## src/rtl/buzzer_tone_scheduler_if.sv

```systemverilog
// Event/select bundle between the quiz control logic and the buzzer tone scheduler.
interface buzzer_tone_scheduler_if;
  logic Evt_Answer;
  logic Evt_Correct;
  logic Evt_TimeOver;
  logic Clear;
  logic Buzzer_Answer;
  logic Buzzer_TimeOver;
  logic Answer_true;
  logic TimeOver_Stop;
  logic Busy;

  modport master (
    output Evt_Answer, Evt_Correct, Evt_TimeOver, Clear,
    input  Buzzer_Answer, Buzzer_TimeOver, Answer_true, TimeOver_Stop, Busy
  );

  modport slave (
    input  Evt_Answer, Evt_Correct, Evt_TimeOver, Clear,
    output Buzzer_Answer, Buzzer_TimeOver, Answer_true, TimeOver_Stop, Busy
  );
endinterface

```

## src/rtl/buzzer_tone_scheduler.sv

```systemverilog
// Latches tone requests, plays them by fixed priority (TimeOver > Answer > Correct) with a trailing gap.
// Optional BUZZ_TRIPLE_BEEP_EN: a TimeOver request plays as three beeps of OVER_TICKS/3.
//
// state | meaning
// IDLE  | no tone; pick the highest-priority pending request
// PLAY  | winner's select held high for its duration
// GAP   | all selects low for GAP_TICKS
module buzzer_tone_scheduler #(
  parameter int TICK_DIV      = 50000,
  parameter int ANS_TICKS     = 200,
  parameter int CORRECT_TICKS = 300,
  parameter int OVER_TICKS    = 500,
  parameter int GAP_TICKS     = 50
) (
  input  logic CLK,
  input  logic RST,
  buzzer_tone_scheduler_if.slave bus
);

  localparam int PRE_W = (TICK_DIV > 1) ? $clog2(TICK_DIV) : 1;
  localparam logic [PRE_W-1:0] PRE_MAX = PRE_W'(TICK_DIV - 1);
`ifdef BUZZ_TRIPLE_BEEP_EN
  localparam int OVR_RAW = OVER_TICKS / 3;
`else
  localparam int OVR_RAW = OVER_TICKS;
`endif
  localparam logic [15:0] ANS_LIM = 16'((ANS_TICKS < 1) ? 1 : ANS_TICKS);
  localparam logic [15:0] COR_LIM = 16'((CORRECT_TICKS < 1) ? 1 : CORRECT_TICKS);
  localparam logic [15:0] OVR_LIM = 16'((OVR_RAW < 1) ? 1 : OVR_RAW);
  localparam logic [15:0] GAP_LIM = 16'((GAP_TICKS < 1) ? 1 : GAP_TICKS);

  typedef enum logic [1:0] {S_IDLE, S_PLAY, S_GAP} state_t;
  typedef enum logic [1:0] {T_ANS, T_COR, T_OVR} tone_t;

  state_t           r_state, w_state_nxt;
  tone_t            r_tone, w_tone_nxt;
  logic [PRE_W-1:0] r_pre, w_pre_nxt;
  logic [15:0]      r_dur, w_dur_nxt;
  logic [15:0]      w_play_lim;
  logic             r_p_ans, r_p_cor, r_p_ovr;
  logic             w_p_ans_nxt, w_p_cor_nxt, w_p_ovr_nxt;
  logic             r_buz_ans, r_buz_ovr, r_ans_true, r_ovr_stop, r_busy;
  logic             w_tick_end;
  logic             w_play_nxt;
`ifdef BUZZ_TRIPLE_BEEP_EN
  logic [1:0]       r_beep, w_beep_nxt;
`endif

  assign w_tick_end = (r_pre == PRE_MAX);
  assign w_play_nxt = (w_state_nxt == S_PLAY);

  always_comb begin
    case (r_tone)
      T_COR:   w_play_lim = COR_LIM;
      T_OVR:   w_play_lim = OVR_LIM;
      default: w_play_lim = ANS_LIM;
    endcase
  end

  always_comb begin
    w_state_nxt = r_state;
    w_tone_nxt  = r_tone;
    w_pre_nxt   = r_pre;
    w_dur_nxt   = r_dur;
    w_p_ans_nxt = r_p_ans | bus.Evt_Answer;
    w_p_cor_nxt = r_p_cor | bus.Evt_Correct;
    w_p_ovr_nxt = r_p_ovr | bus.Evt_TimeOver;
`ifdef BUZZ_TRIPLE_BEEP_EN
    w_beep_nxt  = r_beep;
`endif
    case (r_state)
      S_IDLE: begin
        if (r_p_ovr || r_p_ans || r_p_cor) begin
          w_state_nxt = S_PLAY;
          w_pre_nxt   = '0;
          w_dur_nxt   = '0;
`ifdef BUZZ_TRIPLE_BEEP_EN
          w_beep_nxt  = 2'd0;
`endif
          // a same-type event arriving on the grant edge merges into this grant
          if (r_p_ovr) begin
            w_tone_nxt  = T_OVR;
            w_p_ovr_nxt = 1'b0;
          end else if (r_p_ans) begin
            w_tone_nxt  = T_ANS;
            w_p_ans_nxt = 1'b0;
          end else begin
            w_tone_nxt  = T_COR;
            w_p_cor_nxt = 1'b0;
          end
        end
      end
      S_PLAY: begin
        w_pre_nxt = w_tick_end ? '0 : r_pre + 1'b1;
        if (w_tick_end) begin
          if (r_dur == w_play_lim - 16'd1) begin
            w_state_nxt = S_GAP;
            w_dur_nxt   = '0;
          end else begin
            w_dur_nxt = r_dur + 16'd1;
          end
        end
      end
      S_GAP: begin
        w_pre_nxt = w_tick_end ? '0 : r_pre + 1'b1;
        if (w_tick_end) begin
          if (r_dur == GAP_LIM - 16'd1) begin
            w_dur_nxt = '0;
`ifdef BUZZ_TRIPLE_BEEP_EN
            if (r_tone == T_OVR && r_beep != 2'd2) begin
              w_state_nxt = S_PLAY;
              w_beep_nxt  = r_beep + 2'd1;
            end else begin
              w_state_nxt = S_IDLE;
            end
`else
            w_state_nxt = S_IDLE;
`endif
          end else begin
            w_dur_nxt = r_dur + 16'd1;
          end
        end
      end
      default: w_state_nxt = S_IDLE;
    endcase
    if (bus.Clear) begin
      w_state_nxt = S_IDLE;
      w_pre_nxt   = '0;
      w_dur_nxt   = '0;
      w_p_ans_nxt = 1'b0;
      w_p_cor_nxt = 1'b0;
      w_p_ovr_nxt = 1'b0;
`ifdef BUZZ_TRIPLE_BEEP_EN
      w_beep_nxt  = 2'd0;
`endif
    end
  end

  always_ff @(posedge CLK or posedge RST) begin
    if (RST) begin
      r_state    <= S_IDLE;
      r_tone     <= T_ANS;
      r_pre      <= '0;
      r_dur      <= '0;
      r_p_ans    <= 1'b0;
      r_p_cor    <= 1'b0;
      r_p_ovr    <= 1'b0;
      r_buz_ans  <= 1'b0;
      r_buz_ovr  <= 1'b0;
      r_ans_true <= 1'b0;
      r_ovr_stop <= 1'b1;
      r_busy     <= 1'b0;
`ifdef BUZZ_TRIPLE_BEEP_EN
      r_beep     <= 2'd0;
`endif
    end else begin
      r_state    <= w_state_nxt;
      r_tone     <= w_tone_nxt;
      r_pre      <= w_pre_nxt;
      r_dur      <= w_dur_nxt;
      r_p_ans    <= w_p_ans_nxt;
      r_p_cor    <= w_p_cor_nxt;
      r_p_ovr    <= w_p_ovr_nxt;
      r_buz_ans  <= w_play_nxt && (w_tone_nxt == T_ANS);
      r_buz_ovr  <= w_play_nxt && (w_tone_nxt == T_OVR);
      r_ans_true <= w_play_nxt && (w_tone_nxt == T_COR);
      r_ovr_stop <= !(w_play_nxt && (w_tone_nxt == T_COR));
      r_busy     <= (w_state_nxt != S_IDLE);
`ifdef BUZZ_TRIPLE_BEEP_EN
      r_beep     <= w_beep_nxt;
`endif
    end
  end

  assign bus.Buzzer_Answer   = r_buz_ans;
  assign bus.Buzzer_TimeOver = r_buz_ovr;
  assign bus.Answer_true     = r_ans_true;
  assign bus.TimeOver_Stop   = r_ovr_stop;
  assign bus.Busy            = r_busy;

endmodule

```

## src/flat_wrapper.sv

```systemverilog
// flat-port wrapper written by rule: the top's interface ports become plain ports
module buzzer_tone_scheduler_flat 
#(
  parameter int TICK_DIV      = 50000,
  parameter int ANS_TICKS     = 200,
  parameter int CORRECT_TICKS = 300,
  parameter int OVER_TICKS    = 500,
  parameter int GAP_TICKS     = 50
)
  (CLK, RST, bus_Evt_Answer, bus_Evt_Correct, bus_Evt_TimeOver, bus_Clear, bus_Buzzer_Answer, bus_Buzzer_TimeOver, bus_Answer_true, bus_TimeOver_Stop, bus_Busy);
  buzzer_tone_scheduler_if bus_i ();
  input  logic CLK;
  input  logic RST;
  input wire logic [$bits(bus_i.Evt_Answer)-1:0] bus_Evt_Answer;
  input wire logic [$bits(bus_i.Evt_Correct)-1:0] bus_Evt_Correct;
  input wire logic [$bits(bus_i.Evt_TimeOver)-1:0] bus_Evt_TimeOver;
  input wire logic [$bits(bus_i.Clear)-1:0] bus_Clear;
  output wire logic [$bits(bus_i.Buzzer_Answer)-1:0] bus_Buzzer_Answer;
  output wire logic [$bits(bus_i.Buzzer_TimeOver)-1:0] bus_Buzzer_TimeOver;
  output wire logic [$bits(bus_i.Answer_true)-1:0] bus_Answer_true;
  output wire logic [$bits(bus_i.TimeOver_Stop)-1:0] bus_TimeOver_Stop;
  output wire logic [$bits(bus_i.Busy)-1:0] bus_Busy;
  assign bus_i.Evt_Answer = bus_Evt_Answer;
  assign bus_i.Evt_Correct = bus_Evt_Correct;
  assign bus_i.Evt_TimeOver = bus_Evt_TimeOver;
  assign bus_i.Clear = bus_Clear;
  assign bus_Buzzer_Answer = bus_i.Buzzer_Answer;
  assign bus_Buzzer_TimeOver = bus_i.Buzzer_TimeOver;
  assign bus_Answer_true = bus_i.Answer_true;
  assign bus_TimeOver_Stop = bus_i.TimeOver_Stop;
  assign bus_Busy = bus_i.Busy;
  buzzer_tone_scheduler #(.TICK_DIV(TICK_DIV), .ANS_TICKS(ANS_TICKS), .CORRECT_TICKS(CORRECT_TICKS), .OVER_TICKS(OVER_TICKS), .GAP_TICKS(GAP_TICKS)) u_core (.CLK(CLK), .RST(RST), .bus(bus_i));
endmodule
```

## config.mk

```make
export PLATFORM = sky130hd
export DESIGN_NAME = buzzer_tone_scheduler_flat
export DESIGN_NICKNAME = d
export VERILOG_FILES = /design/src/rtl/buzzer_tone_scheduler_if.sv /design/src/rtl/buzzer_tone_scheduler.sv /design/src/flat_wrapper.sv
export SDC_FILE = /design/constraint.sdc
export NUM_CORES = 1
export LEC_CHECK = 0
export ABC_AREA = 1
export BUFFER_PORTS_ARGS = -buffer_cell sky130_fd_sc_hd__buf_2
export CAP_MARGIN = 5
export CORE_AREA = 2 2 88 90
export CTS_CLUSTER_DIAMETER = 80
export CTS_CLUSTER_SIZE = 30
export DETAILED_ROUTE_END_ITERATION = 10
export DIE_AREA = 0 0 90 92
export SLEW_MARGIN = 10
export SYNTH_ARGS = -nofsm -noshare
export SYNTH_HDL_FRONTEND = slang
export SYNTH_SLANG_ARGS = --single-unit
```

## constraint.sdc

```tcl
create_clock -name CLK -period 5 [get_ports CLK]
set_input_delay 0.5 -clock CLK [delete_from_list [all_inputs] [get_ports CLK]]
set_output_delay 0.5 -clock CLK [all_outputs]
set_load 0.01 [all_outputs]
```

==> results of run 1 <==
==> worst max-delay path, delay by kind of cell (launching register included) <==
family,cells,cell delay [ns]
compound gates,1,0.17
xor+xnor,1,0.14
fa+ha+maj,1,0.28
buf+inv,3,0.37
flops,1,0.41
simple gates,4,0.53
==> state kept, by name (all words and copies together), names as in the netlist <==
| register | flops |
|---|---|
| u_core.bus.Answer_true | 1 |
| u_core.bus.Busy | 1 |
| u_core.bus.Buzzer_Answer | 1 |
| u_core.bus.Buzzer_TimeOver | 1 |
| u_core.bus.TimeOver_Stop | 1 |
| u_core.r_dur | 16 |
| u_core.r_p_ans | 1 |
| u_core.r_p_cor | 1 |
| u_core.r_p_ovr | 1 |
| u_core.r_pre | 16 |
| u_core.r_state | 2 |
| u_core.r_tone | 2 |
==> final cells by class <==
cell class | instances | area share
clock buffers | 5 | 0.0219
clock inverters | 3 | 0.0135
inverters | 59 | 0.0729
multi-input cells | 287 | 0.484
flip-flops and latches | 44 | 0.351
well taps | 102 | 0.0406
repair buffers | 10 | 0.0159
==> worst paths after layout <==
path,endpoint,startpoint,slack (ns)
min reg2reg,u_core.r_pre[15],u_core.r_pre[15],0.46
max reg2reg,u_core.r_dur[5],u_core.r_state[0],2.99
max in group asynchronous,u_core.r_pre[3],RST,3.99
min in group CLK,u_core.r_pre[15],u_core.r_pre[15],0.46
max,u_core.r_dur[5],u_core.r_state[0],2.99
min,u_core.r_dur[13],RST,0.42
==> synth_stat cells, drive strengths merged <==
master	n
ha	11
nand3	30
nand2	97
a21oi	19
nand2b	1
clkinv	1
a31oi	3
xor2	5
nor3	10
dfstp	1
a221oi	1
dfrtp	43
inv	58
nand3b	1
xnor2	3
a211oi	1
o21a	1
buf	4
nor2	68
nand4	14
o21ai	20
o21bai	2
==> cells by family (layout without fill, tap and decap cells) <==
family                     count (synthesis)  after routing
buffers and inverters                     63             77
and+or+nand+nor                          221            221
xor gates and xnor gates                   8              8
AOI/OAI and AO/OA                         47             47
DFF                                       44             44
adders and majority gates                 11             11
==> power groups by stage <==
stage               combinational, mW  clock (mW)  sequential, mW
floorplan                       0.160           0           0.393
global placement                0.205           0           0.392
detailed placement              0.207           0           0.393
CTS                             0.208       0.289           0.386
global route                    0.233       0.302           0.387
finish                          0.203       0.278           0.385
==> cell usage in the layout, fill, tap and decap left out, types with 5 or more instances in the layout <==
master     n
dfrtp_1   43
nand2_2    9
nor2_2     8
nand2_1   86
buf_2     10
a21oi_1   17
nand4_1   14
o21ai_0   16
clkbuf_8   5
nor3_1     7
nand3_1   28
nor2_1    56
ha_1      11
inv_1     51
xor2_1     5
==> metal layers <==
metal | up-vias | GRT usage
met5 | - | 0
met4 | 0 | 0.0564
met3 | 7 | 0.0296
met2 | 44 | 0.274
met1 | 1163 | 0.225
li1 | 1286 | -
==> results_dict.tcl, run 1 <==
set metrics [dict create \
    synth_xor_xnor_area_share 0.0243 \
    syn2layout_area_growth_pct 9.03 \
    maxSlewViolCount 0 \
    synth_top_family_by_area "simple AND/OR/NAND/NOR gates" \
    clk_transition_reported_paths_ns 0.09 \
    criticalPathCategory "flop to flop" \
    synth_simple_gate_area_share 0.362 \
    r2r.worst_path.cells 10 \
    dr.pass1.iters 4 \
    wl_met2_mm 2.95 \
    clock_insertion_delay_at_the_later_pin_of_the_skew_report_ns 0.30 \
    initial_utilization 0.387 \
    design.core.area_um2 7450 \
    grt_util_all_layers 0.167 \
    floorplan.die_area_um2 8280 \
    placement.io_buffers 10 \
    setup_viol 0 \
    vdd.ir_drop.worst_v 0.000171 \
    max_clk_rate_mhz 497 \
    fin_ws_ns 2.99 \
    max-slew-margin-rel 0.360 \
    cts_setup_buffers 0 \
    avgRoutedWirePerCell_um 12.6 \
    hpwl_detailed_mm 4.86 \
    grt_pass1_wl_mm 11.3 \
    synth_compound_area_frac 0.0942 \
    post_synth_num_cell_types 37 \
    design_internal_power_mw 0.582 \
    critPathMaxFanout 16 \
    initialDrtViolationCount 119 \
    adder_and_majority_gate_portion_of_the_synthesized_area 0.0478 \
    placedInstanceArea_um2 3030 \
    grt_pass1_vias 2421 \
    post_synth_inst_count 394 \
    finClkSkew_ns 0.0102 \
    synth.avg_cell_area_um2 7.31 \
    synth.ff_latch_count 44 \
    tritoncts "yes" \
    route.detailed.vias_per_inst 4.90 \
    post-route-period-util 0.403 \
    layout.cells.non_filler 510 \
    timing.critical_path.arrival_ns 2.20 \
    critPathCaptureType "flop" \
    overall_power_mw 0.867 \
    final_layout_size_suffix_gt1_frac 0.140 \
    wl_met1_mm 3.17 \
    maximum_number_of_pins_on_one_net_before_global_route_repair 45 \
    final_core_utilization 0.422 \
    final_antenna_net_count 0 \
    std_cell_rows 32 \
    crit_slowest_cell "dfrtp_1" \
    filler_cell_count 792 \
    startpoint_type "flop" \
    design_area_um2 3140 \
    total_leakage_power_nw 1.40 \
    power.share.combinational 0.235 \
    final-seq-area_um2 1100 \
    finalHoldViolations 0 \
    timing.hold.ws_ns 0.416 \
    result_of_the_run "completed" \
    pwr-share-clk 0.321 \
    synth.yosys.warnings 0 \
    pwr_density_cell_nw_per_um2 276 \
    numClockSinks 44 \
    met3RoutedLength_um 196 \
    vias_after_detailed_routing 2500 \
    sw_frac_of_total 0.328 \
    cp_data_required_time_ns 5.19 \
    cts_root_buf "clkbuf_8" \
    post_cts_hold_buffer_count 0 \
    yosys-mux-area-fraction 0 \
    dp_slack_ns 2.97 \
    cts_buffers 5 \
    netSwitchingPower_mw 0.285 \
    final_tns_setup_ns 0 \
    overall_die_height_um 92 \
    cts.repair.resized 0 \
    synth_top_cell_area_share 0.373 \
    hold_path.class "primary input to asynchronous set/reset pin" \
    fin_crit_ns 2.01 \
    syn_nets 411 \
    timing.critical_path.cells "inv_1, ha_1, inv_1, a21oi_4, nand2_4, nand2_4, inv_4, nand2_2, xor2_1, nor2_1" \
    max_cap_viol_count 0 \
    placedCellCount 502 \
    top_signal_layer_used "met4" \
    multiInputGateArea_um2 1520 \
    share_seq_of_total_power 0.445 \
    finalWirelength_mm 6.40 \
    count_of_boundary_i_o_pins 11 \
    rsz0062_at_grt "false" \
    critical-path-max-stage-delay_ns 0.41 \
    post-route-drc-count 0 \
    synth_top_area_cell "dfrtp_1" \
    max_slew.worst_pin.slew_ns 0.958 \
    globalRouteOverflowTotal 0 \
    seq_area_frac_synth 0.383 \
    chipWidth_um 90 \
    synthesis.area_um2 2880 \
    antennaDiodeCount 0 \
    number_of_antenna_violations_at_the_first_check_in_global_routing 0 \
    placer_congestion 0.868 \
    final_net_count 424 \
    cts.path.max_buffers 2 \
    htree_num_levels 2 \
    synth.top_cells.by_area "dfrtp_1, nand2_1, nor2_1, inv_1, nand3_1" \
]
(Power assumes the default switching activity.)
==> run 2, diff against run 1 <==
Clock period 5 ns to 1.9 ns, I/O delays scaled along.
==> run 2 against run 1 <==
First-iteration DRC count shrank 13%. Clock skew shrank 0.00062 ns. Critical path depth is 5 higher. Hold slack lost 0.24 ns.
==> results_dict.tcl, run 2 (synthesis results as in run 1) <==
set metrics [dict create \
    maximum_number_of_pins_on_one_net_before_global_route_repair 25 \
    cts.path.max_buffers 2 \
    syn2layout_area_growth_pct 15.2 \
    pwr_density_cell_nw_per_um2 739 \
    top_regs "u_core.r_dur x16, u_core.r_pre x16" \
    grt.met2_usage 0.283 \
    grt_pass1_wl_mm 11.2 \
    mostFrequentLayoutCells "nand2_1, nor2_1, inv_1" \
    chipWidth_um 90 \
    placement.io_buffers 10 \
    finalWirelength_mm 6.39 \
    criticalPathCategory "flop to flop" \
    filler_cell_count 789 \
    pwr-share-clk 0.322 \
    route.detailed.vias_per_inst 4.88 \
    timing.critical_path.arrival_ns 1.97 \
    hpwl_detailed_mm 4.95 \
    design.core.area_um2 7450 \
    max_cap_viol_count 0 \
    avgRoutedWirePerCell_um 12.2 \
    total_leakage_power_nw 1.48 \
    critPathCaptureType "flop" \
    global_route.usage.met3 0.0288 \
    globalRouteOverflowTotal 0 \
    vias_after_detailed_routing 2550 \
    placer_congestion 0.850 \
    sw_frac_of_total 0.314 \
    initialDrtViolationCount 103 \
    cts_root_buf "clkbuf_8" \
    result_of_the_run "completed" \
    grt-busiest-layer "met2" \
    r2r.worst_path.cells 15 \
    final_core_utilization 0.446 \
    cts_buffers 5 \
    grt_pass1_vias 2415 \
    netSwitchingPower_mw 0.771 \
    finClkSkew_ns 0.00958 \
    final_net_count 437 \
    placedInstanceArea_um2 3120 \
    overall_die_height_um 92 \
    grt_use_met1 0.211 \
    rsz0062_at_grt "true" \
    vdd.ir_drop.worst_v 0.000418 \
    final_tns_setup_ns 0 \
    max-slew-margin-rel 0.702 \
    grt_util_all_layers 0.163 \
    clk_transition_reported_paths_ns 0.09 \
    antennaDiodeCount 0 \
    design_internal_power_mw 1.68 \
    setup_viol 0 \
    final_common_cell "nand2_1" \
    numClockSinks 44 \
    htree_num_levels 2 \
    count_of_boundary_i_o_pins 11 \
    timing.hold.worst_path_depth 3 \
    finalHoldViolations 0 \
    clock_insertion_delay_at_the_later_pin_of_the_skew_report_ns 0.30 \
    maxSlewViolCount 0 \
    critPathMaxFanout 7 \
    final_antenna_net_count 0 \
    initial_utilization 0.387 \
    number_of_antenna_violations_at_the_first_check_in_global_routing 0 \
    tritoncts "yes" \
    floorplan.die_area_um2 8280 \
    timing.hold.ws_ns 0.173 \
    startpoint_type "flop" \
    max_slew.worst_pin.slew_ns 0.446 \
    std_cell_rows 32 \
    post-route-drc-count 0 \
    design_area_um2 3320 \
    cp_data_required_time_ns 2.09 \
    power.share.combinational 0.262 \
    fin_crit_ns 1.79 \
    dr.pass1.iters 4 \
    hold_path.class "primary input to flop" \
    share_seq_of_total_power 0.416 \
    max_clk_rate_mhz 560 \
    post-route-period-util 0.940 \
    final_layout_size_suffix_gt1_frac 0.192 \
]
-- run 2: changes by cell type in the layout (fill, tap and decap cells not counted), moves of 2 or more --
| cell | change |
|---|---|
| nand2_2 | +3 |
| nand2_1 | -4 |
| buf_4 | +11 |
| inv_2 | +2 |
| inv_6 | +2 |
| clkbuf_8 | +2 |
| inv_1 | -3 |
| ha_2 | +2 |
| ha_1 | -3 |
-- run 2: worst paths after layout --
check                              endpoint  slack (ns)              from
max in group asynchronous    u_core.r_p_cor        0.96               RST
min in group asynchronous  u_core.r_pre[11]        0.46               RST
max                         u_core.r_dur[2]        0.11  u_core.r_tone[0]
min                          u_core.r_p_ovr        0.17  bus_Evt_TimeOver
min reg2reg                u_core.r_pre[15]        0.46  u_core.r_pre[15]
max reg2reg                 u_core.r_dur[2]        0.11  u_core.r_tone[0]
-- run 2: repair_timing --
item / in CTS / in global routing
hold buffers: 1 / 0
gates resized for setup: 0 / 18
buffers inserted: 0 / 2
setup endpoints to repair: 0 / 23
hold endpoints to repair: 19 / 0
-- run 2: layer usage --
| metal | vias to the layer above | part of all wire | routed length (um) |
|---|---|---|---|
| met1 | 1190 | 0.47 | 2980 |
| li1 | 1309 | - | - |
| met5 | - | 0 | 0 |
| met4 | 0 | 0.019 | 121 |
| met3 | 12 | 0.033 | 209 |
| met2 | 39 | 0.48 | 3080 |
-- run 2: layout make-up --
cell class                      count  area [um^2]  area share
Multi-Input combinational cell    287         1560       0.471
Sequential cell                    44         1100       0.332
Inverter                           59          236      0.0712
Timing Repair Buffer               23          163      0.0490
Tap cell                          102          128      0.0384
Clock buffer                        7         96.3      0.0290
Clock inverter                      1         30.0     0.00904
-- run 2: stage by stage --
stage | cells | worst slack [ns] | power [mW]
after floorplan | 394 | 0.207 | 1.46
after global placement | 512 | 0.0500 | 1.62
after detailed placement | 512 | 0.0405 | 1.62
after CTS | 521 | 0.0137 | 2.42
after global routing | 523 | -0.0478 | 2.61
final | 523 | 0.115 | 2.45
-- run 2: worst max-delay path, cell delays in order (launching register included) --
cell and delay [ns]:
dfrtp_1 0.39, inv_2 0.07, ha_4 0.29, inv_2 0.04, nand2_1 0.04, nand2_1 0.04
nor2_1 0.10, nand2_1 0.07, nor2_2 0.14, nand2_1 0.08, nand2_2 0.07, nand2_2 0.05
nand2_2 0.09, nand2_4 0.07, inv_6 0.08, nor2_1 0.04
-- run 2: power groups by stage --
| stage | clock (mW) | combinational (mW) | sequential, mW |
|---|---|---|---|
| final | 0.790 | 0.644 | 1.02 |
| after global routing | 0.858 | 0.726 | 1.02 |
| after CTS | 0.814 | 0.593 | 1.01 |
| after detailed placement | 0 | 0.590 | 1.03 |
| after global placement | 0 | 0.585 | 1.03 |
| after floorplan | 0 | 0.421 | 1.03 |
